## src/rtl/btb_update_ctrl.sv

```systemverilog
// BTB write-port controller: queues EX-stage branch updates, drains them one per cycle,
// and runs a full-table invalidate sweep. Define BTB_UPD_COALESCE_EN to merge same-index tail pushes.
module btb_update_ctrl #(
    parameter int DEPTH = 4,
    parameter int IDX_W = 8,
    parameter int TAG_W = 4
) (
    input  logic                       clk_i,
    input  logic                       rst_i,
    input  logic                       upd_valid_i,
    output logic                       upd_ready_o,
    input  logic [31:0]                upd_pc_i,
    input  logic [31:0]                upd_target_i,
    input  logic                       upd_taken_i,
    input  logic [1:0]                 upd_ctr_i,
    input  logic                       inv_req_i,
    output logic                       inv_busy_o,
    output logic                       btb_we_o,
    output logic [IDX_W-1:0]           btb_idx_o,
    output logic [TAG_W-1:0]           btb_tag_o,
    output logic                       btb_valid_o,
    output logic [1:0]                 btb_ctr_o,
    output logic [31:0]                btb_target_o,
    output logic [$clog2(DEPTH+1)-1:0] pending_o
);
    localparam int PW = (DEPTH > 1) ? $clog2(DEPTH) : 1;
    localparam int CW = $clog2(DEPTH + 1);

    typedef struct packed {
        logic [IDX_W-1:0] idx;
        logic [TAG_W-1:0] tag;
        logic [31:0]      target;
        logic [1:0]       ctr;
    } upd_entry_t;

    typedef enum logic {ST_IDLE, ST_SWEEP} state_t;

    state_t            state_q, state_d;
    upd_entry_t        fifo_q [DEPTH];
    upd_entry_t        fifo_d [DEPTH];
    logic [PW-1:0]     wr_ptr_q, wr_ptr_d;
    logic [PW-1:0]     rd_ptr_q, rd_ptr_d;
    logic [CW-1:0]     cnt_q, cnt_d;
    logic [IDX_W-1:0]  sweep_q, sweep_d;
    logic              we_q, we_d;
    logic              valid_q, valid_d;
    logic [IDX_W-1:0]  idx_q, idx_d;
    logic [TAG_W-1:0]  tag_q, tag_d;
    logic [1:0]        ctr_q, ctr_d;
    logic [31:0]       target_q, target_d;

    upd_entry_t        push_entry;
    logic [PW-1:0]     tail_ptr;
    logic              full, empty, push, pop, coalesce;
    logic              unused_pc;

    function automatic logic [1:0] next_ctr(input logic [1:0] ctr, input logic taken);
        logic [1:0] r;
        r = ctr;
        if (taken && ctr != 2'd3)
            r = ctr + 2'd1;
        else if (!taken && ctr != 2'd0)
            r = ctr - 2'd1;
        return r;
    endfunction

    assign unused_pc = ^{upd_pc_i[31:IDX_W+TAG_W+2], upd_pc_i[1:0]};

    assign push_entry.idx    = upd_pc_i[IDX_W+1:2];
    assign push_entry.tag    = upd_pc_i[IDX_W+TAG_W+1:IDX_W+2];
    assign push_entry.target = upd_target_i;
    assign push_entry.ctr    = next_ctr(upd_ctr_i, upd_taken_i);

    assign full        = (cnt_q == CW'(DEPTH));
    assign empty       = (cnt_q == '0);
    assign upd_ready_o = (state_q == ST_IDLE) && !full && !inv_req_i;
    assign push        = upd_valid_i && upd_ready_o;
    // An invalidate request in IDLE suppresses the drain: the queue is stale.
    assign pop         = (state_q == ST_IDLE) && !inv_req_i && !empty;
    assign tail_ptr    = wr_ptr_q - PW'(1);

`ifdef BTB_UPD_COALESCE_EN
    // The tail may only be rewritten when it is not leaving the queue this cycle.
    assign coalesce = push && !empty && (fifo_q[tail_ptr].idx == push_entry.idx)
                      && !((cnt_q == CW'(1)) && pop);
`else
    assign coalesce = 1'b0;
`endif

    always_comb begin
        state_d  = state_q;
        fifo_d   = fifo_q;
        wr_ptr_d = wr_ptr_q;
        rd_ptr_d = rd_ptr_q;
        cnt_d    = cnt_q;
        sweep_d  = sweep_q;
        we_d     = 1'b0;
        valid_d  = valid_q;
        idx_d    = idx_q;
        tag_d    = tag_q;
        ctr_d    = ctr_q;
        target_d = target_q;
        case (state_q)
            ST_IDLE: begin
                if (inv_req_i) begin
                    state_d  = ST_SWEEP;
                    wr_ptr_d = '0;
                    rd_ptr_d = '0;
                    cnt_d    = '0;
                    sweep_d  = '0;
                    we_d     = 1'b1;
                    valid_d  = 1'b0;
                    idx_d    = '0;
                    tag_d    = '0;
                    ctr_d    = '0;
                    target_d = '0;
                end else begin
                    if (pop) begin
                        we_d     = 1'b1;
                        valid_d  = 1'b1;
                        idx_d    = fifo_q[rd_ptr_q].idx;
                        tag_d    = fifo_q[rd_ptr_q].tag;
                        ctr_d    = fifo_q[rd_ptr_q].ctr;
                        target_d = fifo_q[rd_ptr_q].target;
                        rd_ptr_d = rd_ptr_q + PW'(1);
                    end
                    if (push) begin
                        if (coalesce) begin
                            fifo_d[tail_ptr] = push_entry;
                        end else begin
                            fifo_d[wr_ptr_q] = push_entry;
                            wr_ptr_d         = wr_ptr_q + PW'(1);
                        end
                    end
                    cnt_d = cnt_q + CW'(push && !coalesce) - CW'(pop);
                end
            end
            ST_SWEEP: begin
                if (sweep_q == '1) begin
                    state_d = ST_IDLE;
                end else begin
                    sweep_d  = sweep_q + IDX_W'(1);
                    we_d     = 1'b1;
                    valid_d  = 1'b0;
                    idx_d    = sweep_q + IDX_W'(1);
                    tag_d    = '0;
                    ctr_d    = '0;
                    target_d = '0;
                end
            end
            default: state_d = ST_IDLE;
        endcase
    end

    always_ff @(posedge clk_i or posedge rst_i) begin
        if (rst_i) begin
            state_q  <= ST_IDLE;
            wr_ptr_q <= '0;
            rd_ptr_q <= '0;
            cnt_q    <= '0;
            sweep_q  <= '0;
            we_q     <= 1'b0;
            valid_q  <= 1'b0;
            idx_q    <= '0;
            tag_q    <= '0;
            ctr_q    <= '0;
            target_q <= '0;
        end else begin
            state_q  <= state_d;
            wr_ptr_q <= wr_ptr_d;
            rd_ptr_q <= rd_ptr_d;
            cnt_q    <= cnt_d;
            sweep_q  <= sweep_d;
            we_q     <= we_d;
            valid_q  <= valid_d;
            idx_q    <= idx_d;
            tag_q    <= tag_d;
            ctr_q    <= ctr_d;
            target_q <= target_d;
        end
    end

    // Queue storage is qualified by the pointers, so it needs no reset.
    always_ff @(posedge clk_i) begin
        fifo_q <= fifo_d;
    end

    assign inv_busy_o   = (state_q == ST_SWEEP);
    assign btb_we_o     = we_q;
    assign btb_idx_o    = idx_q;
    assign btb_tag_o    = tag_q;
    assign btb_valid_o  = valid_q;
    assign btb_ctr_o    = ctr_q;
    assign btb_target_o = target_q;
    assign pending_o    = cnt_q;
endmodule
```

## config.mk

```make
export PLATFORM = sky130hd
export DESIGN_NAME = btb_update_ctrl
export DESIGN_NICKNAME = d
export VERILOG_FILES = /design/src/rtl/btb_update_ctrl.sv
export SDC_FILE = /design/constraint.sdc
export NUM_CORES = 1
export LEC_CHECK = 0
export BUFFER_PORTS_ARGS = -buffer_cell sky130_fd_sc_hd__buf_2
export CORE_UTILIZATION = 52
export DETAILED_ROUTE_END_ITERATION = 8
export PLACE_DENSITY = 0.79
export RECOVER_POWER = 25
export SETUP_SLACK_MARGIN = 0.05
export SLEW_MARGIN = 20
export SYNTH_ARGS = -nofsm -noshare
export SYNTH_HDL_FRONTEND = slang
export SYNTH_SLANG_ARGS = --single-unit
```

## constraint.sdc

```tcl
create_clock -name clk_i -period 2.55 [get_ports clk_i]
set_input_delay 0.1275 -clock clk_i [delete_from_list [all_inputs] [get_ports clk_i]]
set_output_delay 0.1275 -clock clk_i [all_outputs]
set_load 0.005 [all_outputs]
```

==> results.toml, run 1 <==
[routing]
wl_mm = 18.0
met1_length_mm = 7.36
met2_length_mm = 9.23
wire_per_inst_um = 20.0
top_layer = "met4"
first_pass_iters = 5
detail-route-antenna-nets = 0
num_vias = 5104
vias_per_cell = 5.66
drc = 0
wl_met3_mm = 1.20
initialDrtViolationCount = 306

[final_layout]
fin_util_pct = 65.5
mostFrequentLayoutCell = "edfxtp_1"
final_area_mm2 = 0.0115
layout-drive-gt1-share_pct = 27.9
final_cell_mix = "edfxtp_1 (184), buf_2 (67), dfrtp_1 (61), mux4_2 (46), dlygate4sd3_1 (46)"
finalNetCount = 740
fillers = 1203
diodes = 0
area_growth_pct = 21.8

[sta]
rsz0062_at_grt = "no"
tightest_slew_ns = 0.670
tns_ns = 0
finalSetupViolations = 0
finalHoldViolations = 0
fin_skew_ns = 0.00652
slew_violations = 0
slew_headroom_pct = 55.3
final.period_utilization_pct = 93.6
fin_ws_ns = 0.164
max_freq_mhz = 419
period_needed_ns = 2.39

[synth]
syn_inst = 485
yosysWarnings = 0
syn_nets = 566
synth-seq-cells = 248
yosysSeqAreaShare_pct = 75.5
synthesis.area_mm2 = 0.00944
synth_cell_types = 39
synth_edf_count = 184
async_flop_share_pct = 25.8
synth_top_flop_cell = "edfxtp_1"
syn_avg_cell_area_um2 = 19.5

[worst_setup_path]
path_cells = "buf_4 -> nor3_4 -> buf_4 -> nor2_4 -> ha_1 -> inv_1 -> ha_1 -> inv_1 -> fa_2 -> xnor2_2 -> nor3_1 -> a21oi_1 -> o21ai_1"
crit_arrival_ns = 2.82
max_stage_delay_ns = 0.41
r2r-end = "pending_o[2]"
cp-start-kind = "register"
worstPathMaxFanout = 5
worstRegToRegCells = 13
worstReg2RegStart = "pending_o[1]"
cp-end-kind = "register"
worstSetupPathType = "register to register"
reg2reg_setup_slack_ns = 0.16
crit_required_ns = 2.98
cp_slowest_cell = "dfrtp_1"

[worst_hold_path]
holdPathEnd = "fifo_q[1]"
hp-start = "upd_taken_i"
min_path_cells = 2
hp-class = "input pin to register"

[die]
rows = 48
die_w_um = 137
start_util_pct = 53.8
die_h_um = 137
io_pins = 124
fp.coreArea_mm2 = 0.0175
die-area_mm2 = 0.0187

[grt]
grt_max_degree = 40
grt_pass1_wl_mm = 28.8
antenna_found_initial = 0
grt_usage_pct = 20.6
grt_pass1_vias = 5437
grt.overflow.total = 0

[pwr]
p_sw_mw = 2.33
comb_power_share_pct = 15.8
powerDensity_mw_per_mm2 = 830
pwr-share-clk_pct = 33.9
vdd_drop_max_uv = 566
seqPwrFrac_pct = 50.3
swShare_pct = 24.5
p_leak_nw = 4.38
p_int_mw = 7.21

[clock_tree]
insertion_delay_ns = 0.51
cts_root_buffer = "clkbuf_16"
cts.path.max_buffers = 3
cts_inserted_buffers = 25
cts_tree = "done"
htreeDepth = 1
cts_sinks = 248
cts.reportedPaths.clkPinSlew_ns = 0.06

[flow_run]
drv_cap = 0

[placed_design]
place_area_mm2 = 0.0103
dp.final_hpwl_mm = 11.0
portBuffers = 103
place_ws_ns = 0.0561
gp_congestion = 0.846

[outcome]
status = "finished clean"
-- cell usage after synthesis (2+ instances only) --
library cell / n / area share, %
a21bo_2: 2 / 0.21
a21o_1: 5 / 0.40
a21oi_1: 13 / 0.69
a22o_1: 39 / 3.6
a31oi_1: 2 / 0.13
and2_1: 4 / 0.27
buf_2: 12 / 0.64
buf_4: 4 / 0.32
buf_6: 2 / 0.24
clkbuf_1: 6 / 0.24
dfrtp_1: 64 / 17
edfxtp_1: 184 / 59
ha_1: 9 / 1.2
inv_1: 13 / 0.52
mux2i_1: 4 / 0.42
mux4_2: 46 / 11
nand2_1: 19 / 0.76
nand2b_1: 5 / 0.33
nand3_1: 4 / 0.21
nor2_1: 10 / 0.40
nor3_1: 3 / 0.16
o21ai_0: 16 / 0.85
or3_1: 2 / 0.13
xnor2_1: 2 / 0.19
-- flip-flops by register name (all words and copies together), names as in the netlist --
name	flops
btb_ctr_o	2
btb_idx_o	8
btb_tag_o	4
btb_target_o	32
btb_valid_o	1
btb_we_o	1
fifo_q	184
inv_busy_o	1
pending_o	3
rd_ptr_q	2
sweep_q	8
wr_ptr_q	2
-- layout make-up --
class                           instances  area [um^2]  share of cell area, %
Clock inverter                         14         76.3                  0.664
Inverter                               13         48.8                  0.425
Multi-Input combinational cell        199         2170                   18.8
Sequential cell                       248         7130                   62.1
Clock buffer                           31          648                   5.64
Tap cell                              225          282                   2.45
Timing Repair Buffer                  172         1140                   9.93
-- through the flow --
stage                     total power [mW]  hold slack (ns)  cells
final                                 9.54           0.0141    902
after global routing                  9.96           0.0342    902
after detailed placement              6.35            0.253    810
after CTS                             9.62          0.00418    901
after global placement                6.27            0.256    810
after floorplan                       5.90            0.226    485
-- timing repair --
action                     4_1_cts  5_1_grt
setup buffers                    0        1
hold buffers                    46        0
pin swaps                        0        1
setup endpoints to repair        1        1
resized for setup                2        3
hold endpoints to repair       204        0
-- power groups by stage --
| stage | clock [mW] | sequential (mW) | combinational [mW] |
|---|---|---|---|
| final | 3.23 | 4.80 | 1.51 |
| after global routing | 3.45 | 4.84 | 1.67 |
| after floorplan | 0 | 4.72 | 1.18 |
| after detailed placement | 0 | 4.89 | 1.46 |
| after CTS | 3.29 | 4.81 | 1.52 |
| after global placement | 0 | 4.87 | 1.40 |
-- kinds of logic after synthesis --
logic type	after synthesis	synth area share [%]
xor gates and xnor gates	3	0.278
DFF	248	75.5
and+or+nand+nor	55	2.98
AOI/OAI and AO/OA	80	6.28
muxes	51	11.5
adders and majority gates	10	1.41
buffers and inverters	38	2.00
-- critical path: cells and delay by family (launching register included) --
family | cells | cell delay (ns)
adder cells (fa/ha/maj) | 3 | 0.75
buffers and inverters | 4 | 0.46
flip-flops | 1 | 0.41
AND/OR/NAND/NOR | 3 | 0.36
AO/OA/AOI/OAI | 2 | 0.18
XOR/XNOR | 1 | 0.15
-- metal layers --
layer  up-vias  global-route usage, %
met5         -                      0
met3        22                   3.89
met1      2619                   26.7
li1       2278                      -
met2       185                   36.2
met4         0                   4.63
-- worst max-delay path by stage --
stage                      start            to  slack [ns]  depth (start not counted)
detailed placement  pending_o[2]  pending_o[2]        0.06                         12
CTS                 pending_o[1]  pending_o[2]        0.09                         13
global route        pending_o[1]  pending_o[2]        0.06                         13
global placement    pending_o[2]  pending_o[2]        0.27                         12
finish              pending_o[1]  pending_o[2]        0.16                         13
floorplan             inv_busy_o  pending_o[2]      -0.003                         14
Note: power is estimated with default switching activity, not from simulation.
==> run 2: changes to the inputs <==
- CORE_ASPECT_RATIO: unset -> 1.2
==> run 2 against run 1 <==
Against the previous run: the flow now finishes with violations (design-rule violations); register-to-register slack better by 0.02 ns; critical endpoint unchanged; critical path type unchanged; power is 0.13% lower; wire length grew 1.4%; largest power group unchanged.
==> results.toml, run 2 (synthesis gave the netlist of run 1 again) <==
[outcome]
status = "finished with violations"
violations = "design-rule violations"

[final_layout]
diodes = 0
final_cell_mix = "edfxtp_1 (184), buf_2 (70), dfrtp_1 (60), mux4_2 (46), dlygate4sd3_1 (46)"
fillers = 1226
layout-drive-gt1-share_pct = 27.6
largest_register_ffs = 184
largest-register = "fifo_q"
final_area_mm2 = 0.0115
area_growth_pct = 22.1
fin_util_pct = 65.3
finalNetCount = 735
mostFrequentLayoutCell = "edfxtp_1"

[worst_setup_path]
worstRegToRegCells = 12
crit_buf_inv = 3
r2r-end = "pending_o[2]"
cp-start-kind = "register"
crit_arrival_ns = 2.74
crit_family = "adder cells"
reg2reg_setup_slack_ns = 0.18
cp_slowest_cell = "dfrtp_1"
crit_required_ns = 2.93
crit_top_cell = "inv_1"
worstPathMaxFanout = 2
worstSetupPathType = "register to register"
max_stage_delay_ns = 0.37
worstReg2RegStart = "inv_busy_o"
cp-end-kind = "register"
path_cells = "or2_1 -> nor3b_4 -> inv_1 -> ha_1 -> inv_1 -> ha_1 -> inv_1 -> fa_2 -> xnor2_2 -> nor3_1 -> a21oi_1 -> o21ai_1"

[clock_tree]
cts.reportedPaths.clkPinSlew_ns = 0.06
htreeDepth = 1
postCtsSetupBuffers = 0
cts_sinks = 248
insertion_delay_ns = 0.50
cts_tree = "done"
cts_inserted_buffers = 23
cts_root_buffer = "clkbuf_16"
cts.path.max_buffers = 3

[routing]
num_vias = 5084
top_layer = "met4"
wl_met3_um = 992
vias_per_cell = 5.71
wl_mm = 18.3
first_pass_iters = 6
detail-route-antenna-nets = 0
met1_length_mm = 7.42
initialDrtViolationCount = 392
met2_length_mm = 9.50
wire_per_inst_um = 20.6
drc = 8

[sta]
max_freq_mhz = 423
slew_violations = 0
finalSetupViolations = 0
fin_skew_ns = 0.0145
final.period_utilization_pct = 92.8
slew_headroom_pct = 27.1
finalHoldViolations = 0
period_needed_ns = 2.37
rsz0062_at_grt = "no"
hold-worst-slack_ns = 0.0267
tightest_slew_ns = 1.09

[die]
die-area_mm2 = 0.0187
io_pins = 124
fp.coreArea_mm2 = 0.0176
die_w_um = 125
die_h_um = 150
start_util_pct = 53.5
rows = 53

[placed_design]
portBuffers = 103
dp.final_hpwl_mm = 11.1
place_area_mm2 = 0.0104
gp_congestion = 0.853

[pwr]
vdd_drop_max_uv = 501
p_leak_nw = 4.37
powerDensity_mw_per_mm2 = 827
finalPower_mw = 9.53

[worst_hold_path]
min_path_cells = 2
hp-class = "input pin to register"
hp-start = "upd_taken_i"
holdPathEnd = "fifo_q[139]"

[grt]
antenna_found_initial = 0
grt_max_degree = 47
grt_usage_pct = 20.5
grt_pass1_vias = 5408
grt.overflow.total = 0
grt_pass1_wl_mm = 29.2

[flow_run]
drv_cap = 0
==> run 2: changes by cell type in the layout (fill, tap and decap cells not counted), sizes merged <==
cell and delta:
bufinv +2, clkbuf -4, clkinv -3, inv -2
==> run 2: layout make-up <==
class	instances	area [um^2]	area share, %
Multi-Input combinational cell	199	2150	18.7
Clock buffer	30	612	5.31
Timing Repair Buffer	169	1200	10.4
Inverter	13	50.0	0.434
Tap cell	220	275	2.39
Sequential cell	248	7130	61.9
Clock inverter	11	101	0.879
==> run 2: per-layer routing <==
metal | global-route usage, % | vias to the layer above
met5 | 0 | -
met4 | 6.46 | 0
met3 | 3.04 | 29
met2 | 35.8 | 150
met1 | 26.9 | 2637
li1 | - | 2268
==> run 2: timing repair <==
action	CTS	global route
endpoints found under the setup margin	1	1
gates resized for setup	1	3
hold endpoints to repair	200	0
cloned	0	0
hold buffers	46	0
==> run 2: report_power, final <==
part	internal, mW	switching (mW)	total (mW)
logic	0.855	0.613	1.47
registers	4.52	0.286	4.80
clock network	1.89	1.37	3.26
==> run 2: worst max-delay path by stage <==
stage                       startpoint           end  cells past startpoint
after floorplan             inv_busy_o  pending_o[2]                     14
after global placement    pending_o[1]  pending_o[2]                     12
after detailed placement  pending_o[1]  pending_o[2]                     12
after CTS                 pending_o[1]  pending_o[2]                     12
after global routing        inv_busy_o  pending_o[2]                     12
final                       inv_busy_o  pending_o[2]                     12
==> run 2: stage by stage <==
stage               cells  setup TNS [ns]  setup WS, ns
floorplan             485        -0.00259      -0.00259
finish                890               0         0.183
CTS                   890               0        0.0992
global placement      803               0         0.198
detailed placement    803               0       0.00196
global route          890               0        0.0354
==> run 3: changes to the inputs <==
- RECOVER_POWER: 25 -> unset
==> run 3 against run 2 <==
Against the previous run: the run still ends with design-rule violations left; cell count stayed put; clock-buffer cell count unchanged; combinational power about the same; maximum frequency barely moved; sequential cell count unchanged; hold slack improved by 0.010 ns.
==> results.toml, run 3 (synthesis gave the netlist of run 1 again) <==
[sta]
finalHoldViolations = 0
finalSetupViolations = 0
tightest_slew_ns = 0.729
rsz0062_at_grt = "no"
max_freq_mhz = 423
fin_ws_ns = 0.185
period_needed_ns = 2.37
fin_skew_ns = 0.0135
tns_ns = 0
final.period_utilization_pct = 92.7
slew_violations = 0
slew_headroom_pct = 51.2

[outcome]
status = "finished with violations"
violations = "design-rule violations"

[grt]
use_met2_pct = 35.8
grt-busiest-layer = "met2"
grt_pass1_vias = 5408
met1_usage_pct = 26.9
grt_max_degree = 47
grt_pass1_wl_mm = 29.2
grt_usage_pct = 20.5
antenna_found_initial = 0
grtUsageMet3_pct = 3.04
grt.overflow.total = 0

[pwr]
comb_power_share_pct = 15.5
vdd_drop_max_uv = 521
finalPower_mw = 9.53
p_sw_mw = 2.26
p_leak_nw = 4.47
powerDensity_mw_per_mm2 = 824
pwr-share-clk_pct = 34.1
p_int_mw = 7.27
seqPwrFrac_pct = 50.4
swShare_pct = 23.7

[worst_setup_path]
cp-endpoint = "pending_o[2]"
cp_num_cells = 12
worstRegToRegCells = 12
r2r-end = "pending_o[2]"
worstPathMaxFanout = 2
cp_slowest_cell = "dfrtp_1"
crit_required_ns = 2.93
cp-start-kind = "register"
crit_top_cell = "inv_1"
cp-end-kind = "register"
crit_buf_inv = 3
cp-startpoint = "inv_busy_o"
reg2reg_setup_slack_ns = 0.18
crit_family = "adder cells"
worstReg2RegStart = "inv_busy_o"
max_stage_delay_ns = 0.37
crit_arrival_ns = 2.74
worstSetupPathType = "register to register"
path_cells = "or2_1 -> nor3b_4 -> inv_1 -> ha_1 -> inv_1 -> ha_1 -> inv_1 -> fa_2 -> xnor2_2 -> nor3_1 -> a21oi_1 -> o21ai_1"

[clock_tree]
cts_sinks = 248
cts_root_buffer = "clkbuf_16"
cts.reportedPaths.clkPinSlew_ns = 0.06
htreeDepth = 1
cts.path.max_buffers = 3
cts_inserted_buffers = 23
postCtsSetupBuffers = 0
cts_tree = "done"
insertion_delay_ns = 0.50

[final_layout]
final_cell_mix = "edfxtp_1 (184), buf_2 (103), dfrtp_1 (60), mux4_2 (46), dlygate4sd3_1 (46)"
fin_util_pct = 65.6
largest-register = "fifo_q"
layout.cells.non_filler = 890
fillers = 1205
largest_register_ffs = 184
layout-drive-gt1-share_pct = 32.5
area_growth_pct = 22.6
finalNetCount = 735
diodes = 0
mostFrequentLayoutCell = "edfxtp_1"

[worst_hold_path]
hp-class = "input pin to register"

[placed_design]
gp_congestion = 0.853
place_ws_ns = 0.00196
dp.final_hpwl_mm = 11.1
portBuffers = 103
dp_cells = 803

[die]
fp.coreArea_mm2 = 0.0176
rows = 53
die_h_um = 150
die_w_um = 125
die-area_mm2 = 0.0187
start_util_pct = 53.5
io_pins = 124

[routing]
detail-route-antenna-nets = 0
first_pass_iters = 6
vias_per_cell = 5.69
initialDrtViolationCount = 394
wire_per_inst_um = 20.6
drc = 8
wl_mm = 18.4
num_vias = 5066

[flow_run]
drv_cap = 0
run 3: cell type report:
class                           instances  area (um^2)  area share (%)
Inverter                               13         50.0           0.433
Timing Repair Buffer                  169         1240            10.7
Tap cell                              220          275            2.38
Clock buffer                           30          612            5.29
Sequential cell                       248         7130            61.7
Multi-Input combinational cell        199         2150            18.6
Clock inverter                         11          101           0.876
run 3: worst min path at each step:
stage / startpoint / endpoint / slack (ns) / depth (start not counted)
final: upd_taken_i / fifo_q[139] / 0.04 / 2
after global placement: rst_i / btb_tag_o[1] / 0.13 / 2
after global routing: upd_taken_i / fifo_q[139] / 0.03 / 2
after CTS: upd_taken_i / fifo_q[93] / 0.01 / 2
after detailed placement: rst_i / btb_tag_o[1] / 0.14 / 2
after floorplan: upd_target_i[6] / fifo_q[100] / 0.23 / 0
run 3: power by group through the flow:
| stage | clock (mW) | sequential, mW | combinational (mW) |
|---|---|---|---|
| finish | 3.25 | 4.80 | 1.48 |
| global route | 3.46 | 4.84 | 1.63 |
| CTS | 3.32 | 4.81 | 1.49 |
| detailed placement | 0 | 4.89 | 1.43 |
| global placement | 0 | 4.87 | 1.38 |
| floorplan | 0 | 4.72 | 1.18 |
run 3: per-stage QoR:
step	instance area (um^2)	hold WS (ns)
after floorplan	9470	0.226
after global placement	10400	0.132
after detailed placement	10400	0.142
after CTS	11600	0.0133
after global routing	11600	0.0346
final	11600	0.0367
run 3: routing by layer:
| layer | part of all wire [%] | wire (um) |
|---|---|---|
| met1 | 42 | 7630 |
| met2 | 52 | 9570 |
| met3 | 4.3 | 792 |
| met4 | 2.0 | 375 |
| met5 | 0 | 0 |
run 3: worst register-to-register path, cell delays in order, from the launching register on:
cell and delay [ns]:
dfrtp_1 0.37, or2_1 0.25, nor3b_4 0.23, inv_1 0.07
ha_1 0.29, inv_1 0.05, ha_1 0.13, inv_1 0.05
fa_2 0.36, xnor2_2 0.18, nor3_1 0.06, a21oi_1 0.13
o21ai_1 0.09
run 3: repair_timing:
action	CTS	global route
setup endpoints to repair	1	1
hold endpoints to repair	200	0
hold buffers	46	0
pin swaps	0	0
resized for setup	1	3
